===== config.mk =====
export PLATFORM = sky130hd
export DESIGN_NAME = mem_arbiter
export DESIGN_NICKNAME = d
export VERILOG_FILES = /design/src/rtl/mem_arbiter.sv
export SDC_FILE = /design/constraint.sdc
export NUM_CORES = 1
export LEC_CHECK = 0
export BUFFER_PORTS_ARGS = -buffer_cell sky130_fd_sc_hd__buf_4
export CAP_MARGIN = 20
export CORE_ASPECT_RATIO = 0.75
export CORE_MARGIN = 1.5
export CORE_UTILIZATION = 49
export DETAILED_ROUTE_END_ITERATION = 10
export PLACE_DENSITY = 0.89
export SETUP_SLACK_MARGIN = 0.5
export SKIP_LAST_GASP = 1
export SLEW_MARGIN = 20
export SYNTH_ARGS = -nofsm -noshare
export SYNTH_HDL_FRONTEND = slang
export SYNTH_SLANG_ARGS = --single-unit

===== constraint.sdc =====
create_clock -name i_clk -period 4 [get_ports i_clk]
set_clock_uncertainty 0.1 [all_clocks]
set_input_delay 0.8 -clock i_clk [delete_from_list [all_inputs] [get_ports i_clk]]
set_output_delay 0.8 -clock i_clk [all_outputs]
set_load 0.02 [all_outputs]

===== src/rtl/mem_arbiter.sv =====
// Shares one single-port memory between an instruction-fetch port and a data port.
// Define MEM_ARB_RR_EN for round-robin arbitration; otherwise data has fixed priority.
module mem_arbiter #(
  parameter int ADDR_W = 32,
  parameter int DATA_W = 32
) (
  input  logic              i_clk,
  input  logic              i_rst_n,
  input  logic              i_if_req,
  input  logic [ADDR_W-1:0] i_if_addr,
  output logic              o_if_valid,
  output logic [DATA_W-1:0] o_if_rdata,
  output logic              o_if_stall,
  input  logic              i_dm_req,
  input  logic              i_dm_we,
  input  logic [ADDR_W-1:0] i_dm_addr,
  input  logic [DATA_W-1:0] i_dm_wdata,
  output logic              o_dm_valid,
  output logic [DATA_W-1:0] o_dm_rdata,
  output logic              o_mem_req,
  output logic              o_mem_we,
  output logic [ADDR_W-1:0] o_mem_addr,
  output logic [DATA_W-1:0] o_mem_wdata,
  input  logic [DATA_W-1:0] i_mem_rdata,
  input  logic              i_mem_ack,
  output logic [1:0]        dbg_state
);

  // Handshake: a requester holds *_req (and its operands) until its *_valid pulse;
  // the memory side sees o_mem_req held with stable operands until one i_mem_ack pulse.
  typedef enum logic [1:0] {
    IDLE    = 2'd0,
    IF_BUSY = 2'd1,
    DM_BUSY = 2'd2,
    RESP    = 2'd3
  } state_t;

  state_t state, state_nx;
  logic   resp_dm, resp_dm_nx;
  logic   grant_if, grant_dm;
  logic   busy_ack;

`ifdef MEM_ARB_RR_EN
  logic ptr_dm;

  // Pointer names the requester that wins the next tie; it moves away from every grant.
  always_ff @(posedge i_clk) begin
    if (!i_rst_n) begin
      ptr_dm <= 1'b1;
    end else if (grant_dm) begin
      ptr_dm <= 1'b0;
    end else if (grant_if) begin
      ptr_dm <= 1'b1;
    end
  end

  assign grant_dm = (state == IDLE) && i_dm_req && (!i_if_req || ptr_dm);
`else
  assign grant_dm = (state == IDLE) && i_dm_req;
`endif

  assign grant_if = (state == IDLE) && i_if_req && !grant_dm;
  assign busy_ack = ((state == IF_BUSY) || (state == DM_BUSY)) && i_mem_ack;

  always_ff @(posedge i_clk) begin
    if (!i_rst_n) begin
      state   <= IDLE;
      resp_dm <= 1'b0;
    end else begin
      state   <= state_nx;
      resp_dm <= resp_dm_nx;
    end
  end

  always_comb begin
    state_nx   = state;
    resp_dm_nx = resp_dm;
    o_if_valid = 1'b0;
    o_dm_valid = 1'b0;
    case (state)
      IDLE: begin
        if (grant_dm) begin
          state_nx = DM_BUSY;
        end else if (grant_if) begin
          state_nx = IF_BUSY;
        end
      end
      IF_BUSY: begin
        if (i_mem_ack) begin
          state_nx   = RESP;
          resp_dm_nx = 1'b0;
        end
      end
      DM_BUSY: begin
        if (i_mem_ack) begin
          state_nx   = RESP;
          resp_dm_nx = 1'b1;
        end
      end
      RESP: begin
        state_nx   = IDLE;
        o_if_valid = !resp_dm;
        o_dm_valid = resp_dm;
      end
      default: state_nx = IDLE;
    endcase
  end

  // Memory operands are latched at grant so they stay frozen for the whole access.
  always_ff @(posedge i_clk) begin
    if (!i_rst_n) begin
      o_mem_req   <= 1'b0;
      o_mem_we    <= 1'b0;
      o_mem_addr  <= '0;
      o_mem_wdata <= '0;
      o_if_rdata  <= '0;
      o_dm_rdata  <= '0;
    end else if (grant_dm) begin
      o_mem_req   <= 1'b1;
      o_mem_we    <= i_dm_we;
      o_mem_addr  <= i_dm_addr;
      o_mem_wdata <= i_dm_wdata;
    end else if (grant_if) begin
      o_mem_req   <= 1'b1;
      o_mem_we    <= 1'b0;
      o_mem_addr  <= i_if_addr;
      o_mem_wdata <= '0;
    end else if (busy_ack) begin
      o_mem_req <= 1'b0;
      if (state == IF_BUSY) begin
        o_if_rdata <= i_mem_rdata;
      end else if (!o_mem_we) begin
        o_dm_rdata <= i_mem_rdata;
      end
    end
  end

  assign o_if_stall = i_if_req && !o_if_valid;
  assign dbg_state  = state;

endmodule


* After elaboration in Yosys (flattened, before gate mapping)
Cells that the tools add are included.
** Storage, ports and cells
- Memories kept :: 0
- RAM bits :: 0
- Latch bits :: 0
- Bits in registers :: 133
- Output and inout port bits :: 135
- Logic and storage cells :: 55
- Memory bits (read-only) :: 0
** Cells by class
- Equal/unequal tests :: 7
- Bitwise operators :: 4
- Reduce and logical (&&, ||, !) cells :: 18
- Muxes and demuxes :: 18
- $lt $le $gt $ge :: 0
- Add/subtract/negate cells :: 0
- Div/mod/pow operators :: 0
- Shifts and indexed selects :: 0
- Multiply operators :: 0
** Operators by type and width (number)
- $mux 32 :: 4
- $mux 1 :: 9
- $mux 2 :: 3
- $pmux 2 s3 :: 1
- $logic_and 1x1->1 :: 5
- $reduce_and 5->1 :: 1
- $eq 2x2->1 const B :: 2
- $ne 2x2->1 const B :: 2
- $not 1->1 :: 4
- $reduce_and 4->1 :: 1
- $reduce_bool 2->1 :: 2
- $logic_not 1->1 :: 3
- $ne 3x3->1 const B :: 1
- $reduce_and 3->1 :: 1
- $reduce_bool 3->1 :: 1
- $eq 2x1->1 const B :: 1
- $logic_not 2->1 :: 1
- $ne 2x1->1 const B :: 1
- $pmux 1 s2 :: 1
- $reduce_and 2->1 :: 1
- $reduce_or 2->1 :: 1
- $logic_or 1x1->1 :: 1

* Longest topological paths before layout
- Depth after elaboration :: 7
- Gate-level depth with buffers :: 8
- Mapped depth without buffers :: 5

* Least setup slack after synthesis
Ideal clock, no wire load.
- Path kind :: input to output
- Start :: in i_if_req
- End :: out o_if_stall
- Slack :: 1556 ps
- Buffers on the path :: 2
- Required time :: 3100 ps
- Arrival time :: 1544 ps
- Stages on the path :: 3
- Cell sequence :: buf_6 clkbuf_1 nor2b_1
** Between the ends
- Longest elaborated chain between the ends :: 1
** Ends and longest elaborated chain
- start, declared :: RTL line 9 : input logic i_if_req,
- $logic_and 1x1->1 :: RTL line 138 : assign o_if_stall = i_if_req && !o_if_valid;
- end, declared :: RTL line 13 : output logic o_if_stall,
No other way between the ends.

* Worst setup path after layout
- Start :: reg state[0], in the netlist dbg_state[0]
- End :: reg o_dm_rdata[1]
** Between the ends
- Longest elaborated chain between the ends :: 6
- Elaborated cells on any way between the ends :: 13
** Ends and longest elaborated chain
- start, declared :: RTL line 38 : state_t state, state_nx;
- start signal, assigned :: RTL line 70 : state <= state_nx;
- $logic_not 2->1 :: RTL line 59, 62
- $logic_and 1x1->1 :: RTL line 59 : assign grant_dm = (state == IDLE) && i_dm_req;
- $logic_not 1->1 :: RTL line 62 : assign grant_if = (state == IDLE) && i_if_req && !grant_dm;
- $logic_and 1x1->1 :: RTL line 62
- $not 1->1 (no source line)
- $reduce_and 5->1 (no source line) (*)
- end signal, assigned :: RTL line 133 : o_dm_rdata <= i_mem_rdata;
- end, declared :: RTL line 19 : output logic [DATA_W-1:0] o_dm_rdata,
Every way passes the cells marked *; elsewhere a longest branch is shown, timed or not.
A chain may end at the register's enable or synchronous reset.

==> results by group <==
STA
  • Period utilization: 64.3%
  • Hold_ws: approximately 0.36 ns
  • # setup viols final: 0
  • Setup TNS: 0 ns
  • Final worst setup slack: 1.43 ns
  • Max Slew Vio Count: 0
  • Tightest Pin Transition: roughly 0.86 ns
  • RSZ-0062 raised after global routing: no
  • Final Critical Period: between 2 and 3 ns
  • Endpoints failing hold: 0
  • Max-slew headroom: between 40% and 50%
  • Maximum clock rate: between 300 and 400 MHz

Pwr
  • Clk pwr share: 30.9%
  • Cell-internal power: about 0.0031 W
  • Comb pwr share: about 33%
  • Switching power share of the total: 34.5%
  • Seq pwr share: a little over a third
  • NetSw: roughly 0.0016 W
  • P_leak: 3.81 nW
  • Pwr dens: 594 nW/µm²
  • Peak supply drop: 0.310 mV

Job
  • Max-Cap Viols: 0

Routing
  • Post-route DRC: 0
  • Via count: roughly 5.0k
  • WL final: 15200 µm
  • Vias/cell: 5.17
  • Avg WL per Cell: approximately 16 µm
  • Starting DRC count in detailed routing: 212
  • First-pass iteration count of the detailed router: 5
  • DRT antenna net count: 0

Floorplan
  • Die Area: about 12000 µm²
  • Initial core utilization: between 40% and 50%
  • Die width: about 120 µm
  • Core Rows: 33
  • Top Ports: ~270
  • Core ar.: ~11000 µm²
  • DIE HEIGHT: between 90 and 100 µm

Setup path
  • Worst EP required: ~4.2 ns
  • CP endpoint kind: flop
  • Critical setup path kind: reg -> reg
  • Worst r2r src: dbg_state[0]
  • Data arrival, critical path: 2.73 ns
  • CP Max Fanout: 37
  • CP startpoint kind: flop
  • Crit. Startpoint: dbg_state[0]

Clocking
  • CTS Buf Count: 17
  • Cts hold-fix bufs: 0
  • Root Driver: clkbuf_16
  • CTS resizes: 0
  • Clock Sinks: ~130
  • Clk Latency, worst-skew pair: about 0.40 ns
  • CTS tree: done
  • CTS H-tree lvls: 4
  • Max clock buf depth: 2
  • Post-CTS setup buffers: 0
  • Worst-path clk slew: roughly 0.06 ns

Yosys
  • Mapped Cells: ~570
  • Post-synth ARST share: 0%
  • Ys Warns: 0
  • Most common cell in the netlist: dfxtp_1
  • Syn Nets: between 700 and 800
  • Register area share after synthesis: between 40% and 50%
  • Share of the synthesized area in the top cell type: about half
  • #FFs+latches synth: 133
  • Post-Syn Area: ~5400 µm²
  • Synthesized area per cell: between 9 and 10 µm²
  • Post-synth EDFFs: 0
  • Most frequent cells after synthesis: dfxtp_1 (133), nand2_1 (99), mux2i_1 (97)
  • Top_reg_cell synth: dfxtp_1
  • Synth unique cells: 25
  • Top post-synthesis cells by area: dfxtp_1 (49%), mux2i_1 (18%), nand2_1 (6.9%)
  • Largest area contributor in the netlist: dfxtp_1

Cells and area
  • Area growth syn-to-layout: 47.6%
  • # diodes: 0
  • Layout cells sized above 1: between 30% and 40%
  • Nets: 950

GRT
  • First-pass GRT wire length: around 23000 µm
  • Global-route usage over all layers: 24.7%
  • Largest net degree at the start of global routing: about 100
  • Initial antenna violation count: 0
  • GRT overflow: 0
  • Vias in the first global route: 4821

Hold path
  • HP Class: reg -> reg
  • Worst hold path startpoint: o_if_rdata[27]

Place
  • Pre-CTS WS: ~1.2 ns
  • Post-DP HPWL: around 11000 µm
  • Routability cong.: 0.787
  • IO Port Bufs: between 200 and 300

Run status
  • Status: finished clean
==> cells in the final DEF (no fill, tap or decap), types with 2 or more instances in the layout <==
cell type   count
buf_4         272
dfxtp_1       133
nand2_1        99
mux2i_1        97
nor2b_1        38
a21oi_1        34
a22oi_1        34
o21ai_0        33
nand2b_1       32
clkbuf_16      17
ha_1            5
inv_6           4
and2_1          3
clkinvlp_4      3
clkinv_4        3
inv_1           2
clkinv_2        2
==> state kept, by name, summed over array words and instances, names as in the netlist <==
name,flops
dbg_state,2
o_dm_rdata,32
o_if_rdata,32
o_mem_addr,32
o_mem_req,1
o_mem_wdata,32
o_mem_we,1
resp_dm,1
==> area by class of cell <==
type | count | area [µm²]
fillers | 762 | 2850
flip-flops and latches | 133 | 2660
multi-input cells | 384 | 2540
repair buffers | 273 | 2060
clock buffers | 18 | 439
well taps | 140 | 175
clock inverters | 13 | 124
inverters | 2 | 7.51
==> worst max-delay path: stages, from the launching register on <==
cell,delay [ns]
dfxtp_1,0.41
inv_1,0.12
ha_1,0.22
buf_4,0.24
o21a_4,0.28
or4_4,0.80
mux2i_1,0.22
==> worst paths after layout <==
path               endpoint  slack (ns)  cells past startpoint
min          o_if_rdata[27]        0.36                      2
min reg2reg  o_if_rdata[27]        0.36                      2
max reg2reg   o_dm_rdata[1]        1.43                      6
max           o_dm_rdata[1]        1.43                      6
==> cell families (layout without fill, tap and decap cells) <==
group	after synthesis	after routing	synth area share [%]
AO/OA/AOI/OAI	107	107	11.9
buffers and inverters	50	306	4.29
AND/OR/NAND/NOR	175	175	15.7
flip-flops	133	133	49.1
adder cells (fa/ha/maj)	5	5	1.15
multiplexers	97	97	17.9
==> per-layer routing <==
metal / wire length (µm) / GRT usage, % / up-vias / part of all wire, %
li1: - / - / 2415 / -
met1: 6200 / 27.9 / 2309 / 41
met2: 7590 / 43.2 / 211 / 50
met3: 1000 / 7.40 / 40 / 6.6
met4: 429 / 11.6 / 0 / 2.8
met5: 0 / 0 / - / 0
==> metrics by stage <==
stage	power, W	cell area, µm²	instances	utilization, %
after CTS	0.00479	8010	963	73.7
after global routing	0.00497	8010	963	73.7
after floorplan	0.00265	5420	567	-
after global placement	0.00325	7440	932	68.6
after detailed placement	0.00331	7440	932	68.6
final	0.00476	8010	963	73.7
==> power by group through the flow <==
stage | clock network (W) | logic, W | registers (W)
2_1_floorplan | 0 | 0.000597 | 0.00205
3_3_place_gp | 0 | 0.00151 | 0.00174
3_5_place_dp | 0 | 0.00156 | 0.00175
4_1_cts | 0.00150 | 0.00156 | 0.00173
5_1_grt | 0.00154 | 0.00166 | 0.00176
6_report | 0.00147 | 0.00155 | 0.00174
Power figures use the tool's default switching activity.
